### src/rtl/img_capture_ctrl.sv
// ---------------------------------------------------------------------------
// img_capture_ctrl
//   Frame-capture sequencer between the camera pixel stream and the 32-bit
//   image FIFO read by the host. An arm command waits for a frame boundary,
//   writes a start marker, then streams RGB565 pixels (expanded to 8 bits per
//   channel) for a programmed number of frames. Each frame is closed with a
//   trailer word: FE = clean frame, FD = frame truncated by FIFO overflow.
//   The camera is never stalled; overflow drops the rest of the frame.
//
// Ports
//   clk, reset          system clock, synchronous active-high reset
//   cfg_arm             one-cycle pulse, start a capture (ignored while busy)
//   cfg_abort           abandon the capture (wins over cfg_arm)
//   cfg_frames          frames to capture, 0 = continuous, latched on arm
//   img_valid/img_sync  camera pixel strobe / frame-boundary strobe
//   img_data            RGB565 pixel
//   img_ready           backpressure to the camera (1 whenever out of reset)
//   fifo_full           image FIFO full
//   fifo_wr_en/fifo_din registered FIFO write strobe and data
//   busy                capture in progress
//   capture_done        one-cycle pulse with the final trailer write
//   frames_done         frames closed since the last arm (wraps)
//   overflow_count      dropped words/events since the last arm (saturates)
//   last_pixel_count    pixels written in the most recently closed frame
// ---------------------------------------------------------------------------
module img_capture_ctrl #(
  parameter int FRAME_W = 8,
  parameter int COUNT_W = 24
) (
  input  logic               clk,
  input  logic               reset,
  input  logic               cfg_arm,
  input  logic               cfg_abort,
  input  logic [FRAME_W-1:0] cfg_frames,
  input  logic               img_valid,
  input  logic               img_sync,
  input  logic [15:0]        img_data,
  output logic               img_ready,
  input  logic               fifo_full,
  output logic               fifo_wr_en,
  output logic [31:0]        fifo_din,
  output logic               busy,
  output logic               capture_done,
  output logic [FRAME_W-1:0] frames_done,
  output logic [7:0]         overflow_count,
  output logic [COUNT_W-1:0] last_pixel_count
);

  localparam logic [31:0] START_MARKER = 32'hFF00_0000;

  typedef enum logic [1:0] {IDLE, WAIT_SYNC, CAPTURE, SKIP} state_t;

  function automatic logic [31:0] px_word(input logic [15:0] p);
    return {8'h00, p[15:11], 3'b000, p[10:5], 2'b00, p[4:0], 3'b000};
  endfunction

  function automatic logic [7:0] sat_inc8(input logic [7:0] v);
    return (v == 8'hFF) ? v : v + 8'd1;
  endfunction

  function automatic logic [COUNT_W-1:0] sat_inc_cnt(input logic [COUNT_W-1:0] v);
    return (&v) ? v : v + COUNT_W'(1);
  endfunction

  state_t             state, state_n;
  logic [FRAME_W-1:0] frames_lat, frames_lat_n;
  logic [FRAME_W-1:0] frames_done_n, fd_inc;
  logic [7:0]         ovf_n;
  logic [COUNT_W-1:0] pix_cnt, pix_n, last_n;
  logic               wr_vld_p1_n, done_n;
  logic [31:0]        wr_dat_p1_n;

  // The camera is never throttled; ready only drops while held in reset.
  assign img_ready = ~reset;
  assign busy      = (state != IDLE);

  always_comb begin
    state_n       = state;
    frames_lat_n  = frames_lat;
    frames_done_n = frames_done;
    ovf_n         = overflow_count;
    pix_n         = pix_cnt;
    last_n        = last_pixel_count;
    wr_vld_p1_n   = 1'b0;
    wr_dat_p1_n   = fifo_din;
    done_n        = 1'b0;
    fd_inc        = frames_done + FRAME_W'(1);

    if (state != IDLE && cfg_abort) begin
      // Abort leaves every counter untouched so the host can read them back.
      state_n = IDLE;
    end else begin
      case (state)
        IDLE: begin
          if (cfg_arm && !cfg_abort) begin
            state_n       = WAIT_SYNC;
            frames_lat_n  = cfg_frames;
            frames_done_n = '0;
            ovf_n         = '0;
            pix_n         = '0;
          end
        end
        WAIT_SYNC: begin
          if (img_sync) begin
            if (!fifo_full) begin
              wr_vld_p1_n = 1'b1;
              wr_dat_p1_n = START_MARKER;
              state_n     = CAPTURE;
            end else begin
              ovf_n = sat_inc8(overflow_count);
            end
          end
        end
        CAPTURE, SKIP: begin
          if (img_sync) begin
            // Frame close; a dropped trailer still closes the frame.
            if (!fifo_full) begin
              wr_vld_p1_n = 1'b1;
              wr_dat_p1_n = {(state == SKIP) ? 8'hFD : 8'hFE, pix_cnt};
            end else begin
              ovf_n = sat_inc8(overflow_count);
            end
            last_n        = pix_cnt;
            pix_n         = '0;
            frames_done_n = fd_inc;
            if (frames_lat != '0 && fd_inc == frames_lat) begin
              state_n = IDLE;
              done_n  = 1'b1;
            end else begin
              state_n = CAPTURE;
            end
          end else if (state == CAPTURE && img_valid) begin
            if (!fifo_full) begin
              wr_vld_p1_n = 1'b1;
              wr_dat_p1_n = px_word(img_data);
              pix_n       = sat_inc_cnt(pix_cnt);
            end else begin
              ovf_n   = sat_inc8(overflow_count);
              state_n = SKIP;
            end
          end
        end
        default: state_n = IDLE;
      endcase
    end
  end

  // Stage p1: registered FIFO write and status
  always_ff @(posedge clk) begin
    if (reset) begin
      state            <= IDLE;
      frames_lat       <= '0;
      frames_done      <= '0;
      overflow_count   <= '0;
      pix_cnt          <= '0;
      last_pixel_count <= '0;
      fifo_wr_en       <= 1'b0;
      fifo_din         <= '0;
      capture_done     <= 1'b0;
    end else begin
      state            <= state_n;
      frames_lat       <= frames_lat_n;
      frames_done      <= frames_done_n;
      overflow_count   <= ovf_n;
      pix_cnt          <= pix_n;
      last_pixel_count <= last_n;
      fifo_wr_en       <= wr_vld_p1_n;
      fifo_din         <= wr_dat_p1_n;
      capture_done     <= done_n;
    end
  end

endmodule

### config.mk
export PLATFORM = sky130hd
export DESIGN_NAME = img_capture_ctrl
export DESIGN_NICKNAME = d
export VERILOG_FILES = /design/src/rtl/img_capture_ctrl.sv
export SDC_FILE = /design/constraint.sdc
export NUM_CORES = 1
export LEC_CHECK = 0
export ABC_AREA = 1
export CAP_MARGIN = 0
export CORE_MARGIN = 1
export CORE_UTILIZATION = 50
export CTS_BUF_LIST = sky130_fd_sc_hd__clkbuf_2
export DETAILED_ROUTE_END_ITERATION = 8
export PLACE_DENSITY = 0.79
export SYNTH_ARGS = -nofsm -noshare
export SYNTH_HDL_FRONTEND = slang
export SYNTH_SLANG_ARGS = --single-unit
export TNS_END_PERCENT = 100
### constraint.sdc
create_clock -name clk -period 4.9 [get_ports clk]
set_clock_uncertainty 0.05 [all_clocks]
set_input_delay 1.225 -clock clk [delete_from_list [all_inputs] [get_ports clk]]
set_output_delay 1.225 -clock clk [all_outputs]
set_load 0.005 [all_outputs]
Word level (Yosys, flattened, before mapping)
Cells that the tools add are included.
- add/subtract/negate cells: 3
- equal/unequal tests: 14
- mux-type cells: 37
- bitwise gates (word level): 4
- reduce and logical (&&, ||, !) cells: 21
- operators with widths (kind ; number):
    $mux 32 ; 6
    $mux 24 ; 5
    $pmux 32 s2 ; 1
    $mux 8 ; 7
    $pmux 24 s2 ; 1
    $add 24x1->24 const B ; 1
    $pmux 8 s3 ; 1
    $reduce_and 24->1 ; 1
    $add 8x1->8 const B ; 2
    $mux 2 ; 8
    $pmux 8 s2 ; 1
    $ne 3x3->1 const B ; 4
    $reduce_and 6->1 ; 2
    $ne 2x2->1 const B ; 5
    $eq 8x8->1 ; 1
    $eq 8x8->1 const B ; 1
    $reduce_and 4->1 ; 2
    $reduce_bool 8->1 ; 1
    $pmux 2 s3 ; 1
    $reduce_and 3->1 ; 2
    $reduce_bool 2->1 ; 3
    $mux 1 ; 5
    $reduce_and 5->1 ; 1
    $eq 2x2->1 const B ; 2
    8 further kinds ; 15
- flip-flop bits (word level): 108
- input port bits: 31
- output and inout port bits: 76
- word-level logic and storage cells: 88

Depth between registers and ports, before layout
Gate-level depths: netlist (run 1).
- depth in word-level cells: 6
- depth in mapped cells: 13
- gate-level depth less buffers: 12

Worst setup path before layout (run 1)
Ideal clock, no wire load.
- path type: input-to-output
- start: input reset
- end: output img_ready
- data arrival time: 1792 ps
- required time: 3625 ps
- path slack: 1833 ps
- cell stages on the path: 3
- path buffers: 2
- cell sequence: clkbuf_1 > clkinv_1 > clkbuf_1
- word-level cells in the longest chain between the ends: 1
- RTL lines (item ; line ; text):
    start, declared ; 31 ; input logic reset,
    $not 1->1 ; 74 ; assign img_ready = ~reset;
    end, declared ; 38 ; output logic img_ready,
Every way passes these cells.

Worst setup path in the final report (run 1)
- start: register state[1]
- end: output busy
- word-level cells in the longest chain between the ends: 1
- RTL lines (item ; line ; text):
    start, declared ; 65 ; state_t state, state_n;
    start signal, assigned ; 161 ; state <= state_n;
    $reduce_bool 2->1 ; 75 ; assign busy = (state != IDLE);
    end, declared ; 42 ; output logic busy,
Every way passes these cells.

==> results of run 1 <==
## worst max-delay path, delay by kind of cell (launching register included)
kind                   cells  cell delay, ns
AND/OR/NAND/NOR            1            0.09
buffers and inverters      2            0.70
flip-flops                 1            0.62
## area by class of cell
class,count,area [um2],share of cell area
multi-input combinational,562,2650,0.418
inverter,66,248,0.0391
sequential,103,2060,0.326
timing repair buffer,112,1100,0.174
clock buffer,9,45.0,0.00712
tap,133,166,0.0263
clock inverter,6,61.3,0.00969
## Yosys cell counts, types with 3 or more instances
cell type    n
clkbuf_1    18
nand3_1     77
a21oi_1     61
dfxtp_1    103
nor2_1     106
inv_2        4
ha_1         3
nor2_2       5
clkinv_1     4
a211oi_1    17
xor2_1       9
nand4_1     10
o21ai_0     32
a31oi_1     16
buf_4        9
inv_1       58
buf_6        5
nor2_4       3
buf_2       13
nor4_1       3
nand2_2      3
nand2_1    197
nor3_1       7
## metrics by stage
step	setup WS [ns]	hold WS (ns)
3_3_place_gp	1.27	0.397
6_report	1.66	0.432
4_1_cts	1.64	0.435
3_5_place_dp	1.13	0.404
2_1_floorplan	1.83	0.400
5_1_grt	1.48	0.447
## placed cells by master, fill, tap and decap left out, types with 4 or more instances in the layout
master and count:
dfxtp_1 103, clkdlybuf4s50_1 105, clkbuf_2 9, inv_2 4, a21oi_1 61, inv_1 58
a31oi_1 16, nor3_1 7, buf_4 6, nor2_1 105, xor2_1 9, nand3_1 77
a211oi_1 17, nor2_2 6, o21ai_0 32, nand4_1 10, clkinv_1 4, nand2_1 197
## state kept, by name, indices dropped and copies added (netlist names)
name              flops
capture_done          1
fifo_din             27
fifo_wr_en            1
frames_done           8
frames_lat            8
last_pixel_count     24
overflow_count        8
pix_cnt              24
state                 2
## cell families after synthesis
kind of cell | count (synthesis)
AND/OR/NAND/NOR | 415
adder cells (fa/ha/maj) | 3
buffers and inverters | 113
AO/OA/AOI/OAI | 134
XOR/XNOR | 10
flip-flops | 103
## worst max-delay path by stage
stage / slack [ns] / cells past startpoint / end / from
floorplan: 1.83 / 3 / img_ready / reset
global placement: 1.27 / 11 / fifo_din[12] / img_sync
detailed placement: 1.13 / 11 / fifo_din[3] / img_sync
CTS: 1.64 / 3 / busy / state[1]
global route: 1.48 / 11 / fifo_din[20] / img_sync
finish: 1.66 / 3 / busy / state[1]
## routing by layer
layer / global-route usage / vias to the layer above / part of all wire
li1: - / 2700 / -
met1: 0.411 / 2424 / 0.48
met2: 0.414 / 204 / 0.43
met3: 0.0420 / 10 / 0.078
met4: 0.0653 / 0 / 0.0085
met5: 0 / - / 0
## power groups by stage
stage	clock network (W)	logic [W]	registers [W]
after floorplan	0	0.000362	0.000957
after global placement	0	0.000512	0.000975
after detailed placement	0	0.000524	0.000977
after CTS	0.000407	0.000527	0.000962
after global routing	0.000438	0.000588	0.000973
final	0.000399	0.000531	0.000963
==> impl_results.md, run 1 <==
- Sw power: 0.000672 W
- Vias: between 5000 and 6000
- Final cell count without fillers: a little under 1000
- Worst EP required: 3.62 ns
- # H-tree levels: 3
- Initial Util: 0.524
- Dpl cell area: around 0.0062 mm2
- Placed wire-length estimate: 10700 um
- Adder-Cell Fraction of Synth Area: 0.00719
- Critical R2R Launch: state[1]
- Yosys warns: 0
- Synth Area in Compound Gates: 0.145
- Worst R2R Setup Slack: approximately 2.2 ns
- Die W: between 100 and 150 um
- DR WL/cell: 14.8 um
- CTS tree: built
- Cell accounting for the most synthesized area: dfxtp_1
- CP Class: reg2out
- Number of synthesized flops with an enable pin: 0
- Comb power frac: 0.281
- Max_cap viols: 0
- Setup bufs post-CTS: 0
- Syn Nets: 812
- Main combinational cell family by area after synthesis: simple AND/OR/NAND/NOR gates
- Largest net degree at the start of global routing: 69
- Final instance area: 0.00633 mm2
- DIE AREA: 0.0108 mm2
- CTS clock-pin slew for the worst setup and hold paths: 0.25 ns
- Share of power burned in registers: 0.509
- Slew @ Worst Pin: 0.725 ns
- Post-synthesis xor/xnor area fraction: 0.0168
- Max transition margin: 0.516
- Clock power share: 0.211
- Mapped Cells: 778
- Row count: 36
- First-pass GRT wire length: 24300 um
- Post-CTS sizing: 0
- Synth Area in Simple Gates: 0.338
- Initial antenna violation count: 0
- Worst Hold Class: reg2reg
- Detail-routed via count per cell: 5.39
- Crit-path max cell delay: between 0.6 and 0.7 ns
- Total Routed Length: 14600 um
- Yosys top cell area share: 0.395
- Post-synthesis register bit count: 103
- R2r worst-path depth: 11
- N_diodes: 0
- DRT Pass-1 Iters: 5
- Antenna-violating nets left: 0
- Average size of a mapped cell: 6.71 um2
- Power Total: between 0.0015 and 0.002 W
- CP max-delay cell: dfxtp_1
- Total gr overflow: 0
- DR iter-0 viols: around 320
- Cells on Worst Hold Path: 2
- Fillers: 960
- WP data arrival: 1.97 ns
- Core area: ~0.01 mm2
- Tmin final: ~3.2 ns
- CTS Hold Buffers Added: 0
- Residual DRC count: 0
- Ratio of cells with drive above 1 in the final layout: 0.0501
- Fmax achieved: 0.308 GHz
- Yosys cell types: 35
- Outcome: complete, no violations
- Final setup vio count: 0
- Clk Latency, worst-skew pair: 0.58 ns
- Final hold viol count: 0
- Setup TNS: 0 ns
- GRT Overall Usage: 0.275
- Number of CTS-inserted buffers: 9
- Layout Nets: 888
- Peak supply drop: 0.000241 V
- Int Power: 0.00122 W
- Crit Path Max Fanout: 9
- Largest cells by area after synthesis: dfxtp_1 (40%), nand2_1 (14%), nor2_1 (7.6%)
- Unrepaired setup endpoints after global routing: no
- CP Cell Sequence: nor2_4, inv_1, clkdlybuf4s50_1
- Top-level I/O count: 107
- Layout area overhead: 21.3%
- # placed instances: 976
- Synthesized area: 0.00522 mm2
- Asr flop ratio synth: 0
- RR Endpoint: fifo_din[3]
- IO Port Bufs: 106
- Clk sinks: 103
- RePlAce Congestion: around 0.9
- Longest Clk Path Bufs: 2
- Period utilization: 0.662
- Vias in the first global route: 4857
- Register area share after synthesis: 0.395
- Top_reg_cell synth: dfxtp_1
- Leakage dissipation: 2.16 nW
- Hold_sp: overflow_count[4]
- Final Util: 0.636
- Pwr dens: 299 mW/mm2
- Sw Ratio: 0.355
- Hold Path End: overflow_count[4]
- Slew Viols, Final: 0
- Startpoint type of the worst setup path: register
- CTS root buf: clkbuf_2
- Die Y-Extent: 104 um
- Critical Path Sink Type: primary output
- Post-synthesis mux area share: 0
Note: power is estimated with default switching activity, not from simulation.
==> run 2: changes to the inputs <==
Clock period 4.9 ns to 3.2 ns, I/O delays scaled along.
==> run 2 against run 1 <==
Net effect:
- die area unchanged
- combinational power grew 57%
- power is 58% higher
- non-clock buffer count grew 6
- first-iteration DRC count is 25% higher
- hold slack gained 0.0043 ns
- utilization is 0.70 points higher
- cell area rose by 1.1%
- sequential share of layout area shrank 0.36 points
- sequential power increased by 53%
- count of clock-buffer cells in the layout unchanged
- largest cell class unchanged
==> impl_results.md, run 2 (synthesized netlist as in run 1, its figures left out) <==
- Outcome: complete, no violations
- RePlAce Congestion: 0.946 (+2.7%)
- Total gr overflow: 0 (unchanged)
- Longest Clk Path Bufs: 2 (unchanged)
- CTS clock-pin slew for the worst setup and hold paths: 0.28 ns (+0.03 ns)
- CTS Hold Buffers Added: 0 (unchanged)
- Period utilization: 0.892
- Max FFs per register: 27 (unchanged)
- Setup TNS: 0 ns (unchanged)
- Multi-input gate area: 0.00265 mm2 (unchanged)
- Peak supply drop: 0.000437 V (+81%)
- Pwr dens: 467 mW/mm2 (+56%)
- Antenna-violating nets left: 0 (unchanged)
- Most frequent cells in the layout: nand2_1 (197), nor2_1 (105), clkdlybuf4s50_1 (105)
- First-pass GRT wire length: 24000 um (-0.97%)
- DIE AREA: 0.0108 mm2 (unchanged)
- Share of power burned in registers: 0.491 (-0.018)
- Max transition margin: 0.507 (-0.00986)
- Die W: 104 um (unchanged)
- Ratio of cells with drive above 1 in the final layout: 0.0556 (+0.00544)
- Worst Hold Class: reg2reg
- IO Port Bufs: 106 (unchanged)
- DR WL/cell: 14.6 um (-0.93%)
- CTS tree: built
- Startpoint type of the worst setup path: register
- DRT Pass-1 Iters: 5 (unchanged)
- Sw power: 0.00103 W (+54%)
- WP data arrival: 2.01 ns (+0.04 ns)
- Top-level I/O count: 107 (unchanged)
- Largest Register: fifo_din
- Clk Latency, worst-skew pair: 0.56 ns (-0.02 ns)
- Core area: 0.00995 mm2 (unchanged)
- Residual DRC count: 0 (unchanged)
- Leakage dissipation: 2.19 nW (+1.4%)
- DR iter-0 viols: 393 (+25%)
- Tmin final: 2.86 ns
- Biggest regs: fifo_din (27), last_pixel_count (24), pix_cnt (24)
- CTS root buf: clkbuf_2
- CP Class: reg2out
- Final setup vio count: 0 (unchanged)
- Final hold viol count: 0 (unchanged)
- Comb power frac: 0.279 (-0.002)
- CP max-delay cell: dfxtp_1
- Critical Path Sink Type: primary output
- Leading cell type in the layout, fill and taps excluded: nand2_1
- Final cell count without fillers: 997 (+0.61%)
- Initial Util: 0.524 (unchanged)
- Placed wire-length estimate: 10500 um (-2.1%)
- Fmax achieved: 0.350 GHz
- Unrepaired setup endpoints after global routing: no
- Initial antenna violation count: 0 (unchanged)
- Fillers: 934 (-2.7%)
- CP Cell Sequence: nor2_4, inv_1, clkdlybuf4s50_1
- Row count: 36 (unchanged)
- Layout Nets: 894 (+0.68%)
- Clk sinks: 103 (unchanged)
- Crit Path Max Fanout: 9 (unchanged)
- Post-CTS sizing: 0 (unchanged)
- Sw Ratio: 0.346 (-0.00902)
- # placed instances: 982 (+0.61%)
- Number of CTS-inserted buffers: 9 (unchanged)
- Die Y-Extent: 104 um (unchanged)
- Setup bufs post-CTS: 0 (unchanged)
- Crit-path max cell delay: 0.66 ns (+0.04 ns)
- Register area: 0.00206 mm2 (unchanged)
- Detail-routed via count per cell: 5.46 (+1.3%)
- Slew @ Worst Pin: 0.740 ns (+0.0148 ns)
- Total Routed Length: 14600 um (-0.33%)
- Max_cap viols: 0 (unchanged)
- GRT Overall Usage: 0.271 (-0.00399)
- # H-tree levels: 3 (unchanged)
- Worst EP required: 2.35 ns (-1.27 ns)
- Layout area overhead: 22.6%
- Clock power share: 0.229 (+0.018)
- Vias in the first global route: 4948 (+1.9%)
- N_diodes: 0 (unchanged)
- Largest net degree at the start of global routing: 69 (unchanged)
- Vias: 5441 (+1.9%)
- Int Power: 0.00196 W (+60%)
- Slew Viols, Final: 0 (unchanged)
-- run 2: changes by cell type in the layout (fill, tap and decap cells not counted), sizes merged --
cell / before / now
buf: 7 / 13
bufinv: 1 / 2
clkinvlp: 1 / 3
clkinv: 7 / 5
inv: 63 / 62
-- run 2: final timing paths --
kind | startpoint | to | slack, ns | cells past startpoint
max reg2reg | state[1] | pix_cnt[5] | 0.65 | 8
min reg2reg | fifo_din[1] | fifo_din[1] | 0.44 | 2
max | state[1] | busy | 0.34 | 3
min | fifo_din[1] | fifo_din[1] | 0.44 | 2
-- run 2: layer usage --
| metal | GRT usage | up-vias | wire (um) |
|---|---|---|---|
| li1 | - | 2710 | - |
| met1 | 0.392 | 2447 | 6810 |
| met2 | 0.412 | 259 | 6260 |
| met3 | 0.0414 | 25 | 1260 |
| met4 | 0.0888 | 0 | 258 |
| met5 | 0 | - | 0 |
-- run 2: power by group through the flow --
stage / Clock, W / Sequential (W) / Combinational, W
floorplan: 0 / 0.00147 / 0.000554
global placement: 0 / 0.00148 / 0.000810
detailed placement: 0 / 0.00149 / 0.000825
CTS: 0.000695 / 0.00146 / 0.000829
global route: 0.000731 / 0.00148 / 0.000928
finish: 0.000686 / 0.00147 / 0.000835
-- run 2: metrics by stage --
step	power (W)	utilization	setup WS (ns)	instance area, um2	hold slack (ns)
after global placement	0.00229	0.630	0.323	6270	0.395
final	0.00299	0.643	0.344	6400	0.436
after detailed placement	0.00231	0.630	0.282	6270	0.408
after CTS	0.00299	0.643	0.345	6400	0.437
after global routing	0.00314	0.643	0.250	6400	0.458
after floorplan	0.00202	-	0.983	5220	0.400
-- run 2: critical path: cells and delay by family (launching register included) --
kind | cells | cell delay (ns)
flip-flops | 1 | 0.66
AND/OR/NAND/NOR | 1 | 0.09
buffers and inverters | 2 | 0.70
-- run 2: final cells by class --
| cell class | count | share of cell area |
|---|---|---|
| sequential | 103 | 0.322 |
| tap | 133 | 0.0260 |
| clock inverter | 6 | 0.0135 |
| inverter | 66 | 0.0387 |
| timing repair buffer | 118 | 0.179 |
| multi-input combinational | 562 | 0.413 |
| clock buffer | 9 | 0.00704 |
==> run 3: changes to the inputs <==
Settings changed: REMOVE_ABC_BUFFERS set to 1.
==> run 3 against run 2 <==
Net effect:
- maximum frequency up 1.7%
- routed wire length shrank 3.0%
- hold slack got worse by 0.0097 ns
- via count decreased by 2.3%
==> impl_results.md, run 3 (synthesized netlist as in run 1, its figures left out) <==
- Outcome: complete, no violations
- Slew @ Worst Pin: 0.722 ns (-0.0184 ns)
- DR WL/cell: 14.2 um (-3.2%)
- # H-tree levels: 3 (unchanged)
- DR iter-0 viols: 285 (-27%)
- Critical Path Sink Type: primary output
- Period utilization: 0.878 (-0.0147)
- Critical R2R Launch: pix_cnt[0]
- Final setup vio count: 0 (unchanged)
- Setup TNS: 0 ns (unchanged)
- Biggest regs: fifo_din (27), last_pixel_count (24), pix_cnt (24)
- Dpl cell area: 0.00629 mm2 (+0.40%)
- CTS Hold Buffers Added: 0 (unchanged)
- First-pass GRT wire length: 23800 um (-0.83%)
- Ratio of cells with drive above 1 in the final layout: 0.0566 (+0.00103)
- Tmin final: 2.81 ns (-0.0470 ns)
- Multi-input gate area: 0.00265 mm2 (+0.19%)
- Final hold viol count: 0 (unchanged)
- Hold_sp: overflow_count[4]
- Unrepaired setup endpoints after global routing: no
- Post-CTS sizing: 0 (unchanged)
- Vias in the first global route: 5034 (+1.7%)
- IO Port Bufs: 106 (unchanged)
- Row count: 36 (unchanged)
- Worst EP required: 2.35 ns (about the same)
- Fillers: 930 (-0.43%)
- Largest Register: fifo_din
- Clk Latency, worst-skew pair: 0.56 ns (about the same)
- Final instance area: 0.00641 mm2 (+0.16%)
- Residual DRC count: 0 (unchanged)
- Vias: 5314 (-2.3%)
- Die W: 104 um (unchanged)
- CTS tree: built
- Die Y-Extent: 104 um (unchanged)
- Slew Viols, Final: 0 (unchanged)
- Leading cell type in the layout, fill and taps excluded: nand2_1
- Leakage dissipation: 2.20 nW (+0.29%)
- Hold Path End: overflow_count[4]
- Clk sinks: 103 (unchanged)
- Setup bufs post-CTS: 0 (unchanged)
- CP Class: reg2out
- WP data arrival: 1.96 ns (-0.05 ns)
- Max FFs per register: 27 (unchanged)
- N_diodes: 0 (unchanged)
- Total gr overflow: 0 (unchanged)
- DRT Pass-1 Iters: 5 (unchanged)
- Number of CTS-inserted buffers: 9 (unchanged)
- Detail-routed via count per cell: 5.32 (-2.5%)
- Longest Clk Path Bufs: 2 (unchanged)
- Layout area overhead: 22.8%
- Worst R2R Setup Slack: 0.82 ns (+0.17 ns)
- Max transition margin: 0.519 (+0.0123)
- Pwr dens: 458 mW/mm2 (-1.9%)
- Placed wire-length estimate: 10100 um (-3.8%)
- R2r worst-path depth: 10 (+2)
- Top-level I/O count: 107 (unchanged)
- Largest net degree at the start of global routing: 69 (unchanged)
- Register area: 0.00206 mm2 (unchanged)
- Dpl ws: 0.375 ns (+0.0923 ns)
- Worst Hold Class: reg2reg
- GRT Overall Usage: 0.268 (-0.00282)
- Worst hold margin: 0.427 ns (-0.00967 ns)
- Initial Util: 0.524 (unchanged)
- Crit Path Max Fanout: 9 (unchanged)
- Core area: 0.00995 mm2 (unchanged)
- Max_cap viols: 0 (unchanged)
- Fmax achieved: 0.356 GHz (+1.7%)
- Most frequent cells in the layout: nand2_1 (197), nor2_1 (105), clkdlybuf4s50_1 (105)
- Layout Nets: 895 (+0.11%)
- CTS root buf: clkbuf_2
- Total Routed Length: 14200 um (-3.0%)
- DIE AREA: 0.0108 mm2 (unchanged)
- RePlAce Congestion: 0.890 (-5.9%)
- Post-route setup slack: 0.391 ns (+0.0470 ns)
- Peak supply drop: 0.000382 V (-13%)
- Initial antenna violation count: 0 (unchanged)
- Startpoint type of the worst setup path: register
- Cells on Worst Hold Path: 2 (unchanged)
- CTS clock-pin slew for the worst setup and hold paths: 0.29 ns (about the same)
- RR Endpoint: pix_cnt[5]
- Antenna-violating nets left: 0 (unchanged)
## run 3: cell count changes in the layout (fill, tap and decap cells not counted), sizes merged
cell and change:
clkinv +2, bufinv -1, inv +2, buf +1, clkinvlp -2
## run 3: how the worst max path moves through the flow
stage                          from        endpoint  slack (ns)  cells past startpoint
after floorplan            img_sync  frames_done[0]       -0.27                      6
after global placement    cfg_abort      pix_cnt[0]        0.46                      9
after detailed placement  cfg_abort      pix_cnt[0]        0.37                      9
after CTS                  state[1]            busy        0.39                      3
after global routing       state[1]            busy        0.28                      3
final                      state[1]            busy        0.39                      3
## run 3: critical path, cell delays in order, from the launching register on
cell and delay (ns):
dfxtp_1 0.63, nor2_4 0.09, inv_1 0.15, clkdlybuf4s50_1 0.53
## run 3: routing by layer
layer,vias up,part of all wire,global-route usage,routed length (um)
met5,-,0,0,0
met4,0,0.017,0.0878,242
met3,16,0.045,0.0332,640
met2,162,0.46,0.454,6570
met1,2433,0.47,0.354,6700
li1,2703,-,-,-
## run 3: metrics by stage
step / total power (W) / instances / utilization
5_1_grt: 0.00310 / 999 / 0.644
3_3_place_gp: 0.00230 / 983 / 0.632
3_5_place_dp: 0.00233 / 983 / 0.632
4_1_cts: 0.00295 / 999 / 0.644
6_report: 0.00294 / 999 / 0.644
2_1_floorplan: 0.00193 / 731 / -
## run 3: final cells by class
class / count / share of cell area
Clock buffer: 9 / 0.00703
Clock inverter: 7 / 0.0111
Inverter: 66 / 0.0387
Multi-Input combinational cell: 562 / 0.414
Sequential cell: 103 / 0.322
Tap cell: 133 / 0.0260
Timing Repair Buffer: 119 / 0.182
## run 3: report_power, final
group          switching, W  total, W  internal (W)
Clock              0.000444  0.000627      0.000183
Combinational      0.000510  0.000846      0.000335
Sequential        0.0000831   0.00146       0.00138
Total               0.00104   0.00294       0.00190
